===== src/rtl/mips_pkg.sv =====
// ----------------------------------------------------------------------------
// mips_pkg : shared constants and types for the MIPS pipeline. Rev 1.0
// ----------------------------------------------------------------------------
`default_nettype none

package mips_pkg;

  localparam logic [31:0] NOP = 32'h0000_0000;

  localparam int OP_MSB    = 31;
  localparam int OP_LSB    = 26;
  localparam int FUNCT_MSB = 5;
  localparam int FUNCT_LSB = 0;

  typedef struct packed {
    logic [31:0] instr;
    logic [31:0] pcplus4;
  } fetch_entry_t;

endpackage

`default_nettype wire


===== src/rtl/fetch_stage_if.sv =====
// ----------------------------------------------------------------------------
// fetch_stage_if : instruction-memory req/gnt/rvalid bus. Rev 1.0
// ----------------------------------------------------------------------------
`default_nettype none

interface fetch_stage_if;

  logic        req;
  logic [31:0] addr;
  logic        gnt;
  logic        rvalid;
  logic [31:0] rdata;

  modport master (
    output req,
    output addr,
    input  gnt,
    input  rvalid,
    input  rdata
  );

  modport slave (
    input  req,
    input  addr,
    output gnt,
    output rvalid,
    output rdata
  );

endinterface

`default_nettype wire


===== src/rtl/fetch_stage_queue.sv =====
// ----------------------------------------------------------------------------
// fetch_queue : in-order FIFO of fetched words with flush. Rev 1.0
// ----------------------------------------------------------------------------
`default_nettype none

module fetch_queue
  import mips_pkg::*;
#(
  parameter int DEPTH = 2,
  parameter int CW    = $clog2(DEPTH + 1)
) (
  input  logic          clk,
  input  logic          reset,
  input  logic          push_i,
  input  fetch_entry_t  din_i,
  input  logic          pop_i,
  input  logic          flush_i,
  output fetch_entry_t  dout_o,
  output logic          full_o,
  output logic          empty_o,
  output logic [CW-1:0] occ_o
);

  localparam int PW = (DEPTH > 1) ? $clog2(DEPTH) : 1;

  fetch_entry_t  mem_q [DEPTH];
  logic [PW-1:0] rd_ptr_q, rd_ptr_d;
  logic [PW-1:0] wr_ptr_q, wr_ptr_d;
  logic [CW-1:0] occ_q, occ_d;
  logic          do_push;
  logic          do_pop;

  function automatic logic [PW-1:0] ptr_inc(input logic [PW-1:0] p);
    return (p == PW'(DEPTH - 1)) ? '0 : p + PW'(1);
  endfunction

  assign full_o  = (occ_q == CW'(DEPTH));
  assign empty_o = (occ_q == '0);
  assign occ_o   = occ_q;
  assign dout_o  = mem_q[rd_ptr_q];

  // A full queue may take a push when the head leaves in the same cycle.
  assign do_pop  = pop_i & ~empty_o & ~flush_i;
  assign do_push = push_i & ~flush_i & (~full_o | do_pop);

  always_comb begin
    rd_ptr_d = rd_ptr_q;
    wr_ptr_d = wr_ptr_q;
    occ_d    = occ_q;
    if (flush_i) begin
      rd_ptr_d = '0;
      wr_ptr_d = '0;
      occ_d    = '0;
    end else begin
      if (do_pop)  rd_ptr_d = ptr_inc(rd_ptr_q);
      if (do_push) wr_ptr_d = ptr_inc(wr_ptr_q);
      occ_d = occ_q + CW'(do_push) - CW'(do_pop);
    end
  end

  always_ff @(posedge clk) begin
    if (reset) begin
      rd_ptr_q <= '0;
      wr_ptr_q <= '0;
      occ_q    <= '0;
    end else begin
      rd_ptr_q <= rd_ptr_d;
      wr_ptr_q <= wr_ptr_d;
      occ_q    <= occ_d;
    end
  end

  always_ff @(posedge clk) begin
    if (do_push) mem_q[wr_ptr_q] <= din_i;
  end

  always_ff @(posedge clk) begin
    if (!reset && push_i && !pop_i && !flush_i) assert (!full_o);
  end

endmodule

`default_nettype wire


===== src/rtl/fetch_stage.sv =====
// ----------------------------------------------------------------------------
// fetch_stage : IF stage (PC, fetch credit, discard) plus IF/ID register. Rev 1.0
// ----------------------------------------------------------------------------
`default_nettype none

module fetch_stage
  import mips_pkg::*;
#(
  parameter logic [31:0] RESET_PC = 32'h0000_0000,
  parameter int          QDEPTH   = 2
) (
  input  logic                 clk,
  input  logic                 reset,
  fetch_stage_if.master        imem,
  input  logic                 redirect,
  input  logic [31:0]          redirect_pc,
  input  logic                 stall_d,
  output logic [31:0]          instr_d,
  output logic [5:0]           op_d,
  output logic [5:0]           funct_d,
  output logic [31:0]          pcplus4_d,
  output logic                 valid_d
);

  localparam int CW = $clog2(QDEPTH + 1);

  logic [31:0]   pc_q, pc_d;
  logic [31:0]   resp_pc_q, resp_pc_d;
  logic [CW-1:0] outst_q, outst_d;
  logic [CW-1:0] disc_q, disc_d;
  logic [31:0]   instr_q, instr_d_n;
  logic [31:0]   pc4_q, pc4_d;
  logic          valid_q, valid_d_n;

  logic          req_w;
  logic          accept_w;
  logic          rsp_keep_w;
  logic          rsp_drop_w;
  logic          push_w;
  logic          pop_w;
  logic [CW:0]   inflight_w;
  logic [31:0]   target_w;
  logic          q_full_w;
  logic          q_empty_w;
  logic [CW-1:0] q_occ_w;
  fetch_entry_t  q_din_w;
  fetch_entry_t  q_dout_w;

  assign target_w   = redirect_pc & ~32'h3;
  assign inflight_w = {1'b0, q_occ_w} + {1'b0, outst_q};
  assign req_w      = ~reset & ~redirect & (disc_q == '0) &
                      (inflight_w < (CW+1)'(QDEPTH));
  assign accept_w   = req_w & imem.gnt;
  assign rsp_keep_w = imem.rvalid & (disc_q == '0);
  assign rsp_drop_w = imem.rvalid & (disc_q != '0);
  assign push_w     = rsp_keep_w & ~redirect;
  assign pop_w      = ~redirect & ~stall_d & ~q_empty_w;

  // Responses come back in issue order, so the PC of the next kept word is
  // simply a running counter restarted at every redirect.
  assign q_din_w.instr   = imem.rdata;
  assign q_din_w.pcplus4 = resp_pc_q + 32'd4;

  assign imem.req  = req_w;
  assign imem.addr = pc_q;

  fetch_queue #(
    .DEPTH (QDEPTH),
    .CW    (CW)
  ) u_queue (
    .clk     (clk),
    .reset   (reset),
    .push_i  (push_w),
    .din_i   (q_din_w),
    .pop_i   (pop_w),
    .flush_i (redirect),
    .dout_o  (q_dout_w),
    .full_o  (q_full_w),
    .empty_o (q_empty_w),
    .occ_o   (q_occ_w)
  );

  always_comb begin
    pc_d      = pc_q;
    resp_pc_d = resp_pc_q;
    outst_d   = outst_q;
    disc_d    = disc_q;
    instr_d_n = instr_q;
    pc4_d     = pc4_q;
    valid_d_n = valid_q;

    if (redirect) begin
      pc_d      = target_w;
      resp_pc_d = target_w;
      outst_d   = '0;
      // Everything still in flight becomes stale; a word arriving now counts.
      disc_d    = disc_q + outst_q - CW'(imem.rvalid);
      instr_d_n = NOP;
      valid_d_n = 1'b0;
    end else begin
      if (accept_w) pc_d = pc_q + 32'd4;
      if (push_w)   resp_pc_d = resp_pc_q + 32'd4;
      outst_d = outst_q + CW'(accept_w) - CW'(rsp_keep_w);
      disc_d  = disc_q - CW'(rsp_drop_w);
      if (!stall_d) begin
        if (!q_empty_w) begin
          instr_d_n = q_dout_w.instr;
          pc4_d     = q_dout_w.pcplus4;
          valid_d_n = 1'b1;
        end else begin
          instr_d_n = NOP;
          valid_d_n = 1'b0;
        end
      end
    end
  end

  always_ff @(posedge clk) begin
    if (reset) begin
      pc_q      <= RESET_PC;
      resp_pc_q <= RESET_PC;
      outst_q   <= '0;
      disc_q    <= '0;
      instr_q   <= NOP;
      pc4_q     <= '0;
      valid_q   <= 1'b0;
    end else begin
      pc_q      <= pc_d;
      resp_pc_q <= resp_pc_d;
      outst_q   <= outst_d;
      disc_q    <= disc_d;
      instr_q   <= instr_d_n;
      pc4_q     <= pc4_d;
      valid_q   <= valid_d_n;
    end
  end

  assign instr_d   = instr_q;
  assign op_d      = instr_q[OP_MSB:OP_LSB];
  assign funct_d   = instr_q[FUNCT_MSB:FUNCT_LSB];
  assign pcplus4_d = pc4_q;
  assign valid_d   = valid_q;

  logic unused_w;
  assign unused_w = q_full_w;

endmodule

`default_nettype wire

===== src/flat_wrapper.sv =====
// flat-port wrapper written by rule: the top's interface ports become plain ports
module fetch_stage_flat import mips_pkg::*;
#(
  parameter logic [31:0] RESET_PC = 32'h0000_0000,
  parameter int          QDEPTH   = 2
)
  (clk, reset, redirect, redirect_pc, stall_d, instr_d, op_d, funct_d, pcplus4_d, valid_d, imem_req, imem_addr, imem_gnt, imem_rvalid, imem_rdata);
  fetch_stage_if imem_i ();
  input  logic clk;
  input  logic reset;
  input  logic redirect;
  input  logic [31:0] redirect_pc;
  input  logic stall_d;
  output logic [31:0] instr_d;
  output logic [5:0] op_d;
  output logic [5:0] funct_d;
  output logic [31:0] pcplus4_d;
  output logic valid_d;
  output wire logic [$bits(imem_i.req)-1:0] imem_req;
  output wire logic [$bits(imem_i.addr)-1:0] imem_addr;
  input wire logic [$bits(imem_i.gnt)-1:0] imem_gnt;
  input wire logic [$bits(imem_i.rvalid)-1:0] imem_rvalid;
  input wire logic [$bits(imem_i.rdata)-1:0] imem_rdata;
  assign imem_req = imem_i.req;
  assign imem_addr = imem_i.addr;
  assign imem_i.gnt = imem_gnt;
  assign imem_i.rvalid = imem_rvalid;
  assign imem_i.rdata = imem_rdata;
  fetch_stage #(.RESET_PC(RESET_PC), .QDEPTH(QDEPTH)) u_core (.clk(clk), .reset(reset), .imem(imem_i), .redirect(redirect), .redirect_pc(redirect_pc), .stall_d(stall_d), .instr_d(instr_d), .op_d(op_d), .funct_d(funct_d), .pcplus4_d(pcplus4_d), .valid_d(valid_d));
endmodule

===== config.mk =====
export PLATFORM = sky130hd
export DESIGN_NAME = fetch_stage_flat
export DESIGN_NICKNAME = d
export VERILOG_FILES = /design/src/rtl/mips_pkg.sv /design/src/rtl/fetch_stage_if.sv /design/src/rtl/fetch_stage_queue.sv /design/src/rtl/fetch_stage.sv /design/src/flat_wrapper.sv
export SDC_FILE = /design/constraint.sdc
export NUM_CORES = 1
export LEC_CHECK = 0
export CORE_MARGIN = 3
export CORE_UTILIZATION = 55
export CTS_CLUSTER_SIZE = 24
export DETAILED_ROUTE_END_ITERATION = 8
export HOLD_SLACK_MARGIN = 0.15
export PLACE_DENSITY_LB_ADDON = 0.25
export SYNTH_ARGS = -nofsm -noshare
export SYNTH_HDL_FRONTEND = slang
export SYNTH_HIERARCHICAL = 1
export SYNTH_SLANG_ARGS = --single-unit

===== constraint.sdc =====
create_clock -name clk -period 20.8 [get_ports clk]
set_input_delay 3.12 -clock clk [delete_from_list [all_inputs] [get_ports clk]]
set_output_delay 3.12 -clock clk [all_outputs]
set_load 0.01 [all_outputs]

======== Word level (Yosys, flattened, before mapping) ========
Memory sizes are Yosys's and may differ from the RTL's. A register that Yosys moved wholly into a read port is not among the register bits.
Cells that the tools add are included.
storage, ports and cells
  register bits after elaboration ......... 137
  bits in writable memories ............... 128
  input port bits ......................... 70
  output and inout bits ................... 110
  memories ................................ 1
memory list
  memory                depth  width  read ports  clocked after Yosys merged registers in  wr ports  line                     RTL
  u_core.u_queue.mem_q  2      64     1           1                                        1         fetch_stage_queue.sv:26  fetch_entry_t mem_q [DEPTH];
operators by class
  add/subtract/negate cells ............... 12
  order comparisons ....................... 1
  equality and inequality tests ........... 1
  muxes and demuxes ....................... 13
  bitwise operators ....................... 19
  reductions and logical operators ........ 7
operators with widths
  cell                                                number
  two-way mux 32 bit                                  5
  adder 32 x 3 -> 32 bit, second input constant       2
  AND 1 bit                                           13
  subtractor 2 x 1 -> 2 bit                           4
  two-way mux 1 bit                                   7
  nonzero test 2 bit                                  3
  inverter 1 bit                                      5
  adder 2 x 1 -> 2 bit                                2
  logical NOT 2 bit                                   2
  adder 2 x 2 -> 3 bit                                1
  < comparator 3 x 2 -> 1 bit, second input constant  1
  AND reduction 3 bit                                 1
  adder 1 bit, second input constant                  2
  adder 2 bit                                         1
  equality test 2 bit, second input constant          1
  two-way mux 2 bit                                   1
  OR reduction 2 bit                                  1
  bitwise OR 1 bit                                    1

======== Depth between registers and ports, before layout ========
  depth in word-level cells ............... 9
  gate-level depth with buffers ........... 13

======== Modules after synthesis ========
The synthesis kept the hierarchy.
by module, submodules not included
  module       instances  cells each  area each (um^2)
  fetch_stage  1          840         6776.5
  fetch_queue  1          236         4916.0

======== Worst setup path before layout ========
OpenSTA, ideal clock, no wires.
  path kind ............................... input to register
  start point ............................. input port stall_d
  end point ............................... memory u_core/u_queue/mem_q[1][0] (netlist bit), enable pin
  data arrival time ....................... 9113 ps
  data required time ...................... 20222 ps
  setup slack ............................. 11110 ps
  cell stages on the path ................. 7
  cell sequence ........................... clkbuf_1 -> or3_1 -> clkbuf_1 -> inv_1 -> buf_1 -> nor3b_1 -> nor3b_1
between the ends
  longest elaborated chain between the ends .. 9
RTL lines
  item                                     line                     RTL
  start, declared                          flat_wrapper.sv:13       input logic stall_d;
  inverter 1 bit                           fetch_stage.sv:57        assign pop_w = ~redirect & ~stall_d & ~q_empty_w;
  AND 1 bit (2 in a row)                   fetch_stage.sv:57
  named net u_core.pop_w                   fetch_stage.sv:40        logic pop_w;
  AND 1 bit (2 in a row)                   fetch_stage_queue.sv:43  assign do_pop = pop_i & ~empty_o & ~flush_i;
  bitwise OR 1 bit                         fetch_stage_queue.sv:44  assign do_push = push_i & ~flush_i & (~full_o | do_pop);
  AND 1 bit                                fetch_stage_queue.sv:44
  two-way mux 1 bit                        fetch_stage_queue.sv:74  if (do_push) mem_q[wr_ptr_q] <= din_i;
  two-way mux 1 bit (implied by the code)  fetch_stage_queue.sv:74
  end, declared                            fetch_stage_queue.sv:26
The timed path passes the listed nets, and every way through them passes these cells.

======== Final worst setup path ========
  start point ............................. input port reset
  end point ............................... output port imem_req
between the ends
  longest elaborated chain between the ends .. 4
RTL lines
  item                    line                RTL
  start, declared         flat_wrapper.sv:10  input logic reset;
  inverter 1 bit          fetch_stage.sv:51   assign req_w = ~reset & ~redirect & (disc_q == '0) &
  AND 1 bit (3 in a row)  fetch_stage.sv:51
  end, declared           flat_wrapper.sv:19  output wire logic [$bits(imem_i.req)-1:0] imem_req;
Every way passes these cells.

==> impl_summary.txt <==
----------------------------------------------------
[Detailed routing]
  Routed vias ... 8721
  Detailed-route DRC error count ... 0
  DRT antenna net count ... 0
  Total Routed Length ... between 20 and 30 mm
  Initial detailed-routing violation count ... around 500
  Vias per cell ... 5.833
  Number of search-and-repair iterations in the first detailed-routing pass ... 7
  Detail-routed net length per standard cell ... 18.03 µm

[STA]
  Setup repair after global routing missed its margin ... false
  Top achievable clock speed ... 122.6 MHz
  Max_slew headroom ... 0.2083
  Minimum period implied by the final worst setup slack ... 8.153 ns
  Final number of setup-violating endpoints ... 0
  Final count of hold timing violations ... 0
  Final max-slew violation count ... 0
  Actual transition at the worst max-transition pin ... 1.188 ns
  Final critical-path share of the clock period ... 0.3920
  Sum of negative setup slack ... 0 ns
  Maximum clock skew at final layout ... 0.01293 ns

[Placed design]
  Count of input and output buffers ... 175
  Placed cells ... between 1000 and 1500
  Post-DP HPWL ... roughly 17 mm
  Placer's final routability congestion estimate ... 0.8909

[Worst hold path]
  Worst Hold Class ... flip-flop to flip-flop

[Clock tree]
  Master cell of the clock root buffer ... clkbuf_16
  Insertion delay of the later-clocked pin in the worst-skew pair ... 0.52 ns
  Cells resized by post-CTS repair ... 0
  Number of setup buffers added after CTS ... 0
  Clock tree from TritonCTS ... yes
  Max Root-Sink Buffers ... 3
  H-Tree Level Count ... 1
  Cts-stage hold buffer count ... 0
  CTS Buf Count ... 26
  Sinks on Clock Net ... 262
  Clock slew seen by the registers of the worst setup and hold paths ... 0.06 ns

[Layout]
  Ratio of cells with drive above 1 in the final layout ... 0.1094
  Net total in the final layout ... 1284
  Post-route non-filler standard cell count ... 1495
  Count of antenna diodes in the layout ... 0
  Layout overhead on the synthesized area ... 22.61%

[Global routing]
  Number of global-route vias before repair ... between 8000 and 9000
  Number of antenna violations at the first check in global routing ... 0
  Largest net degree at the start of global routing ... 78
  Aggregate global routing overflow ... 0
  GRT Total Usage ... 0.2286
  Wire length of the first global-routing pass ... about 43 mm

[Critical path]
  Max FO, Critical Path ... 77
  Master of the slowest instance on the critical path ... nor2_1
  Worst path cell trace ... buf_2, buf_4, nor2_1, and2_1, clkdlybuf4s50_1
  Critical Path End Type ... output port
  Category of the worst setup path launch point ... primary input
  CP Data Arrival Time ... 5.03 ns
  Internal reg-to-reg setup slack ... 17.14 ns
  Cell type group with the largest total delay on the critical path ... buffers and inverters
  Worst path bufs/invs ... 3
  Data required time of the critical path ... 17.68 ns
  Largest stage delay on the critical path ... between 0.6 and 0.7 ns
  Kind of critical path ... primary input to output port

[Die]
  Std-Cell Core Area ... 0.02056 mm²
  Floorplan die area ... about 0.023 mm²
  Die outline width ... 151.8 µm
  Die outline height ... 151.8 µm
  Row cnt ... 52
  Number of I/O pins ... 180
  Starting density of the core ... 0.5684

[Run]
  Number of max-capacitance violations reported ... 0

[Logic synthesis]
  Number of instances in the synthesized netlist ... 1075
  Post-synthesis instance area ... 0.01169 mm²
  Number of warnings issued by yosys ... 6
  Mean Syn Cell Area ... 10.87 µm²

[Power]
  Maximum vdd ir drop ... 0.04808 mV
  Lkg Pwr ... 4.819 nW
  Pwr/cell area ... 80.20 mW/mm²

[Outcome]
  Outcome ... completed

----------------------------------------------------
## path summary, 6_finish.rpt
| check | cells past startpoint | from | end |
|---|---|---|---|
| max | 5 | reset | imem_req |
| min reg2reg | 2 | u_core/pcplus4_d[8] | u_core/pcplus4_d[8] |
| min | 2 | u_core/pcplus4_d[8] | u_core/pcplus4_d[8] |
| max reg2reg | 7 | u_core/u_queue/occ_o[1] | u_core/u_queue/mem_q[0][35] |
## layout make-up
type / instances / area [µm²]
Timing Repair Buffer: 186 / 1827
Inverter: 37 / 138.9
Sequential cell: 262 / 6528
Clock inverter: 13 / 137.6
Clock buffer: 35 / 725.7
Multi-Input combinational cell: 692 / 4634
Fill cell: 1510 / 6231
Tap cell: 270 / 337.8
## state kept, by name (all words and copies together) (netlist names), named ones only
name and flops:
u_core/disc_q 2, u_core/imem.addr 30, u_core/u_queue/occ_o 2, u_core/resp_pc_q 30, u_core/outst_q 2, u_core/u_queue/mem_q 128
u_core/pcplus4_d 32, u_core/u_queue/wr_ptr_q 1, u_core/u_queue/rd_ptr_q 1, u_core/instr_d 32, u_core/valid_d 1
## cells in the final DEF (no fill, tap or decap), types with 5 or more instances in the layout
cell	count
inv_1	36
conb_1	6
a21oi_1	64
clkbuf_1	6
dfxtp_1	133
or3_1	8
a21boi_0	14
and2_1	6
clkinv_2	5
nand3_1	31
or4_1	5
o31ai_1	9
a211oi_1	16
nor3_1	24
buf_4	12
o21ai_0	7
xor2_1	17
and3_1	15
and4_1	17
mux2_2	66
ha_1	8
a22oi_1	31
o31a_1	26
nor2_1	68
edfxtp_1	128
nand4_1	25
nand2_1	106
xnor2_1	29
clkbuf_16	27
nor2b_1	5
nor3b_1	6
nor4_1	27
clkdlybuf4s50_1	173
## stage by stage
stage / setup slack [ns] / hold WS (ns) / total power (W) / area (µm²) / util
floorplan: 11.11 / 0.4574 / 0.0006482 / 11710 / -
global placement: 12.69 / 0.4416 / 0.0006871 / 13470 / 0.6549
detailed placement: 12.68 / 0.4464 / 0.0006900 / 13470 / 0.6549
CTS: 12.66 / 0.4553 / 0.001156 / 14330 / 0.6969
global route: 12.58 / 0.4776 / 0.001193 / 14330 / 0.6969
finish: 12.65 / 0.4532 / 0.001149 / 14330 / 0.6969
## layer usage
layer  track usage  share of wire  vias to the layer above
met4       0.06514          0.019                        0
met3       0.04372          0.087                       40
met1        0.3201           0.43                     4103
li1              -              -                     4208
met2        0.3658           0.46                      370
met5             0              0                        -
## power by group
group / switching, W / internal (W) / leakage, nW
clock network: 0.000188 / 0.000281 / 0.423
logic: 0.0000542 / 0.0000474 / 2.13
registers: 0.0000182 / 0.000561 / 2.26
## worst min-delay path, stage by stage, from the launching register on
cell and delay (ns):
dfxtp_1 0.31, nand2_1 0.05, a21oi_1 0.05
Note: power is estimated with default switching activity, not from simulation.
